### config.mk
export PLATFORM = sky130hd
export DESIGN_NAME = egg_timer_control_flat
export DESIGN_NICKNAME = d
export VERILOG_FILES = /design/src/rtl/egg_timer_control_if.sv /design/src/rtl/egg_timer_control.sv /design/src/flat_wrapper.sv
export SDC_FILE = /design/constraint.sdc
export NUM_CORES = 1
export LEC_CHECK = 0
export ABC_CLOCK_PERIOD_IN_PS = 3400
export CELL_PAD_IN_SITES_DETAIL_PLACEMENT = 1
export CELL_PAD_IN_SITES_GLOBAL_PLACEMENT = 1
export CORE_ASPECT_RATIO = 1.5
export CORE_UTILIZATION = 38
export DETAILED_ROUTE_END_ITERATION = 6
export PLACE_DENSITY_LB_ADDON = 0.1
export SLEW_MARGIN = 20
export SYNTH_ARGS = -nofsm -noshare
export SYNTH_HDL_FRONTEND = slang
export SYNTH_SLANG_ARGS = --single-unit
### constraint.sdc
create_clock -name clk -period 3.4 [get_ports clk]
set_input_delay 0.68 -clock clk [delete_from_list [all_inputs] [get_ports clk]]
set_output_delay 0.68 -clock clk [all_outputs]
set_load 0.02 [all_outputs]
### src/rtl/egg_timer_control_if.sv
// Signal bundle between the button/digit side and the egg timer control FSM.
// master drives buttons and digit values; slave is the control block.
interface egg_timer_control_if #(
    parameter int unsigned DIGITS = 4
);
    logic                  set_btn;
    logic                  start_btn;
    logic                  set_load;
    logic [1:0]            digit_sel;
    logic [4*DIGITS-1:0]   running;
    logic [DIGITS-1:0]     is_setting;
    logic                  is_starting;
    logic [DIGITS-1:0]     is_decrement;
    logic [DIGITS-1:0]     is_zero;
    logic                  is_done;
    logic [4*DIGITS-1:0]   wrap;
    logic                  alarm;
    logic [2:0]            state;

    modport master (
        output set_btn, start_btn, set_load, digit_sel, running,
        input  is_setting, is_starting, is_decrement, is_zero, is_done, wrap, alarm, state
    );

    modport slave (
        input  set_btn, start_btn, set_load, digit_sel, running,
        output is_setting, is_starting, is_decrement, is_zero, is_done, wrap, alarm, state
    );
endinterface

### src/rtl/egg_timer_control.sv
// Egg timer control FSM, 1 s time base and digit borrow chain.
// Define ALARM_TIMEOUT_EN to auto-clear DONE after ALARM_TICKS ticks.
module egg_timer_control #(
    parameter int unsigned DIGITS      = 4,
    parameter int unsigned TICK_DIV    = 50000000,
    parameter int unsigned DIV_W       = 26,
    parameter int unsigned ALARM_TICKS = 30
) (
    input logic                clk,
    input logic                reset,
    egg_timer_control_if.slave bus
);

    typedef enum logic [2:0] {
        StIdle  = 3'd0,
        StSet   = 3'd1,
        StRun   = 3'd2,
        StPause = 3'd3,
        StDone  = 3'd4
    } state_t;

    if (TICK_DIV < 2) begin : g_bad_tick_div
        $error("TICK_DIV must be at least 2");
    end
    if ((64'd1 << DIV_W) < 64'(TICK_DIV)) begin : g_bad_div_w
        $error("DIV_W too narrow for TICK_DIV");
    end
    if (ALARM_TICKS < 1) begin : g_bad_alarm_ticks
        $error("ALARM_TICKS must be at least 1");
    end

    state_t             state_q, state_d;
    logic [DIV_W-1:0]   presc_q, presc_d;
    logic               tick_q, tick_d;
    logic               starting_q, starting_d;
    logic               presc_last;
    logic [DIGITS-1:0]  zero;
    logic               done;

`ifdef ALARM_TIMEOUT_EN
    localparam int unsigned ALARM_W = (ALARM_TICKS < 2) ? 1 : $clog2(ALARM_TICKS + 1);
    logic [ALARM_W-1:0] alarm_cnt_q, alarm_cnt_d;
    logic               alarm_expire;
`endif

    assign presc_last = (presc_q == DIV_W'(TICK_DIV - 1));

    always_comb begin
        zero = '0;
        bus.wrap = '0;
        for (int unsigned k = 0; k < DIGITS; k++) begin
            zero[k] = (bus.running[4*k +: 4] == 4'd0);
            bus.wrap[4*k +: 4] = (k == 1) ? 4'd5 : 4'd9;
        end
        done = &zero;
    end

`ifdef ALARM_TIMEOUT_EN
    assign alarm_expire = presc_last && (alarm_cnt_q == ALARM_W'(ALARM_TICKS - 1));
`endif

    // Next state: start_btn takes priority over set_btn except in DONE.
    always_comb begin
        state_d = state_q;
        unique case (state_q)
            StIdle: begin
                if (bus.start_btn) begin
                    if (!done) state_d = StRun;
                end else if (bus.set_btn) begin
                    state_d = StSet;
                end
            end
            StSet: begin
                if (bus.start_btn) state_d = done ? StIdle : StRun;
                else if (bus.set_btn) state_d = StIdle;
            end
            StRun: begin
                if (done) state_d = StDone;
                else if (bus.start_btn) state_d = StPause;
            end
            StPause: begin
                if (bus.start_btn) state_d = StRun;
                else if (bus.set_btn) state_d = StSet;
            end
            StDone: begin
                if (bus.start_btn || bus.set_btn) state_d = StIdle;
`ifdef ALARM_TIMEOUT_EN
                else if (alarm_expire) state_d = StIdle;
`endif
            end
            default: state_d = StIdle;
        endcase
    end

    // Prescaler runs in RUN (and DONE with the timeout), holds in PAUSE.
    always_comb begin
        presc_d = '0;
`ifdef ALARM_TIMEOUT_EN
        if (state_q == StRun || state_q == StDone) begin
`else
        if (state_q == StRun) begin
`endif
            presc_d = presc_last ? '0 : presc_q + DIV_W'(1);
        end else if (state_q == StPause) begin
            presc_d = presc_q;
        end
        if (state_q == StRun && state_d == StDone) presc_d = '0;
        // A tick registered on the edge that leaves RUN would be stale.
        tick_d = (state_q == StRun) && (state_d == StRun) && presc_last;
        starting_d = (state_d == StRun) && (state_q == StIdle || state_q == StSet);
    end

`ifdef ALARM_TIMEOUT_EN
    always_comb begin
        alarm_cnt_d = '0;
        if (state_q == StDone && state_d == StDone) begin
            alarm_cnt_d = presc_last ? alarm_cnt_q + ALARM_W'(1) : alarm_cnt_q;
        end
    end

    always_ff @(posedge clk or posedge reset) begin
        if (reset) alarm_cnt_q <= '0;
        else       alarm_cnt_q <= alarm_cnt_d;
    end
`endif

    always_ff @(posedge clk or posedge reset) begin
        if (reset) begin
            state_q    <= StIdle;
            presc_q    <= '0;
            tick_q     <= 1'b0;
            starting_q <= 1'b0;
        end else begin
            state_q    <= state_d;
            presc_q    <= presc_d;
            tick_q     <= tick_d;
            starting_q <= starting_d;
        end
    end

    // Borrow chain: digit k decrements when all lower digits are already zero.
    always_comb begin
        logic lower_zero;
        logic dec_en;
        lower_zero = 1'b1;
        dec_en = tick_q && (state_q == StRun) && !done;
        bus.is_decrement = '0;
        bus.is_setting = '0;
        for (int unsigned k = 0; k < DIGITS; k++) begin
            bus.is_decrement[k] = dec_en && lower_zero;
            lower_zero = lower_zero && zero[k];
            bus.is_setting[k] = (state_q == StSet) && bus.set_load &&
                                (32'(bus.digit_sel) == k);
        end
    end

    assign bus.is_zero     = zero;
    assign bus.is_done     = done;
    assign bus.is_starting = starting_q;
    assign bus.alarm       = (state_q == StDone);
    assign bus.state       = state_q;

endmodule

### src/flat_wrapper.sv
// flat-port wrapper written by rule: the top's interface ports become plain ports
module egg_timer_control_flat 
#(
    parameter int unsigned DIGITS      = 4,
    parameter int unsigned TICK_DIV    = 50000000,
    parameter int unsigned DIV_W       = 26,
    parameter int unsigned ALARM_TICKS = 30
)
  (clk, reset, bus_set_btn, bus_start_btn, bus_set_load, bus_digit_sel, bus_running, bus_is_setting, bus_is_starting, bus_is_decrement, bus_is_zero, bus_is_done, bus_wrap, bus_alarm, bus_state);
  egg_timer_control_if #(.DIGITS(DIGITS)) bus_i ();
  input logic clk;
  input logic reset;
  input wire logic [$bits(bus_i.set_btn)-1:0] bus_set_btn;
  input wire logic [$bits(bus_i.start_btn)-1:0] bus_start_btn;
  input wire logic [$bits(bus_i.set_load)-1:0] bus_set_load;
  input wire logic [$bits(bus_i.digit_sel)-1:0] bus_digit_sel;
  input wire logic [$bits(bus_i.running)-1:0] bus_running;
  output wire logic [$bits(bus_i.is_setting)-1:0] bus_is_setting;
  output wire logic [$bits(bus_i.is_starting)-1:0] bus_is_starting;
  output wire logic [$bits(bus_i.is_decrement)-1:0] bus_is_decrement;
  output wire logic [$bits(bus_i.is_zero)-1:0] bus_is_zero;
  output wire logic [$bits(bus_i.is_done)-1:0] bus_is_done;
  output wire logic [$bits(bus_i.wrap)-1:0] bus_wrap;
  output wire logic [$bits(bus_i.alarm)-1:0] bus_alarm;
  output wire logic [$bits(bus_i.state)-1:0] bus_state;
  assign bus_i.set_btn = bus_set_btn;
  assign bus_i.start_btn = bus_start_btn;
  assign bus_i.set_load = bus_set_load;
  assign bus_i.digit_sel = bus_digit_sel;
  assign bus_i.running = bus_running;
  assign bus_is_setting = bus_i.is_setting;
  assign bus_is_starting = bus_i.is_starting;
  assign bus_is_decrement = bus_i.is_decrement;
  assign bus_is_zero = bus_i.is_zero;
  assign bus_is_done = bus_i.is_done;
  assign bus_wrap = bus_i.wrap;
  assign bus_alarm = bus_i.alarm;
  assign bus_state = bus_i.state;
  egg_timer_control #(.DIGITS(DIGITS), .TICK_DIV(TICK_DIV), .DIV_W(DIV_W), .ALARM_TICKS(ALARM_TICKS)) u_core (.clk(clk), .reset(reset), .bus(bus_i));
endmodule
Yosys cells after proc, flatten, opt, wreduce, memory -nomap -nowiden. Index checks and enable logic that the tools add are counted.

Equality and inequality tests: 11. Mux-type cells: 15. Add/sub/neg operators: 1. Reductions and logical operators: 26.

Operator list (number): 26-bit two-way mux (4); 3-bit two-way mux (9); 26-bit by 1-bit adder with 26-bit output, second input constant (1); 26-bit == test, second input constant (1); 1-bit logical AND (16); 4-bit zero test (4); 3-bit case mux with 5 select lines (1); 3-bit by 2-bit == test with 1-bit output, second input constant (3); 3-bit == test, second input constant (2); 2-bit == test, second input constant (2); 4-bit AND reduction (1); 3-bit by 1-bit == test with 1-bit output, second input constant (1); 3-bit zero test (1); 3-bit by 2-bit inequality test with 1-bit output, second input constant (1); 2-bit by 1-bit == test with 1-bit output, second input constant (1); 2-bit zero test (1); 1-bit logical OR (2); 2-bit two-way mux (1); 1-bit zero test (1).

Output and inout bits: 34. Input port bits: 23. Word-level logic and storage cells: 57. Register bits: 31.

Logic depth before layout (Yosys ltp).
Word-level depth: 8. Mapped depth: 8. Gate-level depth less buffers: 6.

Least setup slack after synthesis. No wires, ideal clock.

Path type: input port to output port. Start: input port bus_running[1]. End: output port bus_is_decrement[1]. Buffers on the path: 0. Required time: 2.720 ns. Setup slack: 0.483 ns. Data arrival time: 2.237 ns. Stages on the path: 4. Cell sequence: nor4_2 > nand4_1 > and3_1 > and2_1.

Word-level cells in the longest chain between the ends: 5.

Ends and longest elaborated chain: from (decl) (RTL line flat_wrapper.sv:17) `input wire logic [$bits(bus_i.running)-1:0] bus_running;`; 4-bit zero test (RTL line egg_timer_control.sv:52) `zero[k] = (bus.running[4*k +: 4] == 4'd0);`; 4-bit AND reduction (RTL line egg_timer_control.sv:55) `done = &zero;`; 1-bit zero test; 1-bit logical AND (RTL line egg_timer_control.sv:146) `dec_en = tick_q && (state_q == StRun) && !done;`; named net bus_is_decrement[0] (RTL line flat_wrapper.sv:20) `output wire logic [$bits(bus_i.is_decrement)-1:0] bus_is_decrement;`; 1-bit logical AND (RTL line egg_timer_control.sv:150) `bus.is_decrement[k] = dec_en && lower_zero;`; to (decl) (RTL line flat_wrapper.sv:20).

The timed path passes the listed nets, and every way through them passes these cells.

Worst setup path after layout.
Start: input port bus_running[1]. End: output port bus_is_decrement[1].

Word-level cells in the longest chain between the ends: 5.

Ends and longest elaborated chain (RTL line): 4-bit zero test * (egg_timer_control.sv:52); 4-bit AND reduction (egg_timer_control.sv:55); 1-bit zero test; 1-bit logical AND (egg_timer_control.sv:146); 1-bit logical AND * (egg_timer_control.sv:150).

Every way passes the cells marked *; elsewhere a longest branch is shown, timed or not.

==> impl_metrics.env <==
export IMPL_rsz0062_at_grt="false"
export IMPL_worstSetupEndpointType="output pin"
export IMPL_slew_headroom_pct=53.4
export IMPL_syn_inst=233
export IMPL_final_core_util_pct=48.7
export IMPL_dieArea_sq_mm=0.00559
export IMPL_netlist_area_leader_share_pct=38.6
export IMPL_skew_ps=4.90
export IMPL_p_per_area_mw_per_mm2=429
export IMPL_synth_cells_most_frequent="dfrtp_1 (31), nand2_1 (29), buf_4 (17), nor2_1 (17), a31oi_1 (14)"
export IMPL_cts_max_path_buffers=2
export IMPL_syn_area_sq_mm=0.00201
export IMPL_setup_tns_ps=0
export IMPL_htree_levels=2
export IMPL_synth_edf_count=0
export IMPL_synth_area_leaders="dfrtp_1 (39%), buf_4 (6.3%), nand2_1 (5.4%)"
export IMPL_grt_pass1_wl_mm=8.71
export IMPL_antenna_found_initial=0
export IMPL_syn_avg_cell_area_sq_um=8.63
export IMPL_p_leak_nw=1.06
export IMPL_crit_top_cell="clkdlybuf4s50_1"
export IMPL_synthToLayoutAreaGrowth_pct=24.2
export IMPL_routedWlPerCell_microns=15.4
export IMPL_fin_crit_ps=3230
export IMPL_coreArea_sq_mm=0.00512
export IMPL_met3_length_microns=269
export IMPL_stdcell_area_sq_mm=0.00250
export IMPL_diodes=0
export IMPL_cts_buffers=5
export IMPL_ys_ff_latch=31
export IMPL_wl_met2_mm=2.84
export IMPL_max_freq_ghz=0.310
export IMPL_ant_nets=0
export IMPL_setup_ws_ps=171
export IMPL_crit_arrival_ps=2550
export IMPL_postCtsSetupRepairBufs=0
export IMPL_grt_remaining_overflow=0
export IMPL_drv_cap=0
export IMPL_drt_initial_drc_count=40
export IMPL_critPathLaunchType="input port"
export IMPL_worstPathCellList="clkdlybuf4s50_1, nor4_4, nand4_1, and3_1, and2_1, clkdlybuf4s50_1"
export IMPL_placed_area_sq_mm=0.00240
export IMPL_vdd_ir_drop_max_uv=223
export IMPL_p_total_mw=1.07
export IMPL_wirelength_mm=5.27
export IMPL_crit_type="input port to output pin"
export IMPL_io_pins=57
export IMPL_worst_slew_pin_slew_ps=694
export IMPL_crit_slowest_cell="clkdlybuf4s50_1"
export IMPL_yosysTopAreaCell="dfrtp_1"
export IMPL_portBuffers=40
export IMPL_place_gp_congestion=0.708
export IMPL_drive_gt1_share_pct=9.12
export IMPL_finalHoldViolations=0
export IMPL_nets=298
export IMPL_met1_length_mm=2.07
export IMPL_ys_seq_area_share_pct=38.6
export IMPL_reg2reg_depth=7
export IMPL_drv_slew=0
export IMPL_clk_pin_slew_ps=60
export IMPL_crit_required_ps=2720
export IMPL_vias=1867
export IMPL_cts_root_buffer="clkbuf_8"
export IMPL_yosys_warnings=0
export IMPL_post_route_period_util_pct=95.0
export IMPL_cts_resized=0
export IMPL_crit_fanout=4
export IMPL_viasPerCell=5.46
export IMPL_synth_flop_cell="dfrtp_1"
export IMPL_gr_usage_all_layers_pct=20.7
export IMPL_finalSetupViolations=0
export IMPL_status="finished clean"
export IMPL_start_util_pct=39.2
export IMPL_ys_types=45
export IMPL_hp_class="register to register"
export IMPL_grt_max_degree=32
export IMPL_async_flop_share_pct=100
export IMPL_row_count=32
export IMPL_synth_most_common_cell="dfrtp_1"
export IMPL_die_height_microns=91.1
export IMPL_clk_latency_ps=290
export IMPL_holdPathStages=1
export IMPL_drt_first_pass_iters=4
export IMPL_holdBufCountCts=0
export IMPL_drc_errors=0
export IMPL_die_x_microns=61.4
export IMPL_cts_sinks=31
export IMPL_grt_pass1_vias=1894
export IMPL_routed_top_layer="met4"
export IMPL_max_stage_delay_ps=530
export IMPL_dp_slack_ps=106
export IMPL_hpwlAfterDp_mm=3.95
export IMPL_cts_tree="built"
-- metal layers --
layer	track usage, %	vias up
met5	0	-
met4	7.59	0
met3	3.99	7
met2	36.4	47
met1	23.6	917
li1	-	896
-- cells by family (layout without fill, tap and decap cells) --
| family | Yosys count | count (layout) | synth area share, % |
|---|---|---|---|
| AOI/OAI and AO/OA | 57 | 57 | 18.4 |
| xor gates and xnor gates | 2 | 2 | 0.871 |
| adders and majority gates | 1 | 1 | 0.622 |
| buffers and inverters | 36 | 63 | 11.4 |
| DFF | 31 | 31 | 38.6 |
| muxes | 3 | 3 | 1.56 |
| other | 2 | 16 | 0.374 |
| and+or+nand+nor | 101 | 101 | 28.1 |
-- placed cells by master, fill, tap and decap left out, types with 2 or more instances in the layout --
master / n
conb_1: 16
a41oi_1: 4
a31oi_1: 14
nand2_1: 29
a21o_1: 2
mux2i_1: 2
a22o_1: 5
buf_4: 6
o21ai_1: 4
or2_2: 2
clkbuf_8: 6
clkdlybuf4s50_1: 40
nor2_1: 17
and4_1: 2
and3_1: 7
nor3b_1: 2
o211a_1: 2
and2_1: 7
inv_1: 10
o311ai_1: 2
nand4_1: 11
nand3_1: 8
dfrtp_1: 31
nor4_2: 4
o21ai_0: 7
a21oi_1: 13
nor3_1: 2
nand4_2: 2
-- sequential cells by signal, indices dropped and copies added (netlist names) --
register / count
u_core.bus.is_starting: 1
u_core.bus.state: 3
u_core.presc_q: 26
u_core.tick_q: 1
-- final timing paths --
kind                                     from                      to  slack [ps]
min reg2reg                u_core.presc_q[22]      u_core.presc_q[22]         520
max in group asynchronous               reset  u_core.bus.is_starting        2320
min in group asynchronous               reset       u_core.presc_q[3]         790
max reg2reg                 u_core.presc_q[1]      u_core.presc_q[24]         860
max                            bus_running[1]     bus_is_decrement[1]         170
min                        u_core.presc_q[22]      u_core.presc_q[22]         520
-- worst max-delay path, delay by kind of cell --
| family | cells | cell delay, ps |
|---|---|---|
| and+or+nand+nor | 4 | 880 |
| buffers and inverters | 2 | 980 |
-- report_power, final --
group	internal [mW]	leakage [nW]	switching [mW]
clock	0.159	0.0470	0.141
combinational	0.132	0.591	0.199
sequential	0.398	0.421	0.0443
total	0.688	1.06	0.384
-- stage by stage --
stage / cells / hold WS, ps
CTS: 342 / 516
finish: 342 / 518
floorplan: 247 / 458
global placement: 335 / 500
detailed placement: 335 / 502
global route: 342 / 537
-- layout make-up --
| type | count | area, sq um |
|---|---|---|
| fill | 639 | 2630 |
| multi-input combinational | 180 | 1070 |
| sequential | 31 | 776 |
| timing repair buffer | 46 | 445 |
| tap | 68 | 85.1 |
| clock buffer | 6 | 82.6 |
| inverter | 10 | 37.5 |
| clock inverter | 1 | 5.00 |
Power figures use the tool's default switching activity.
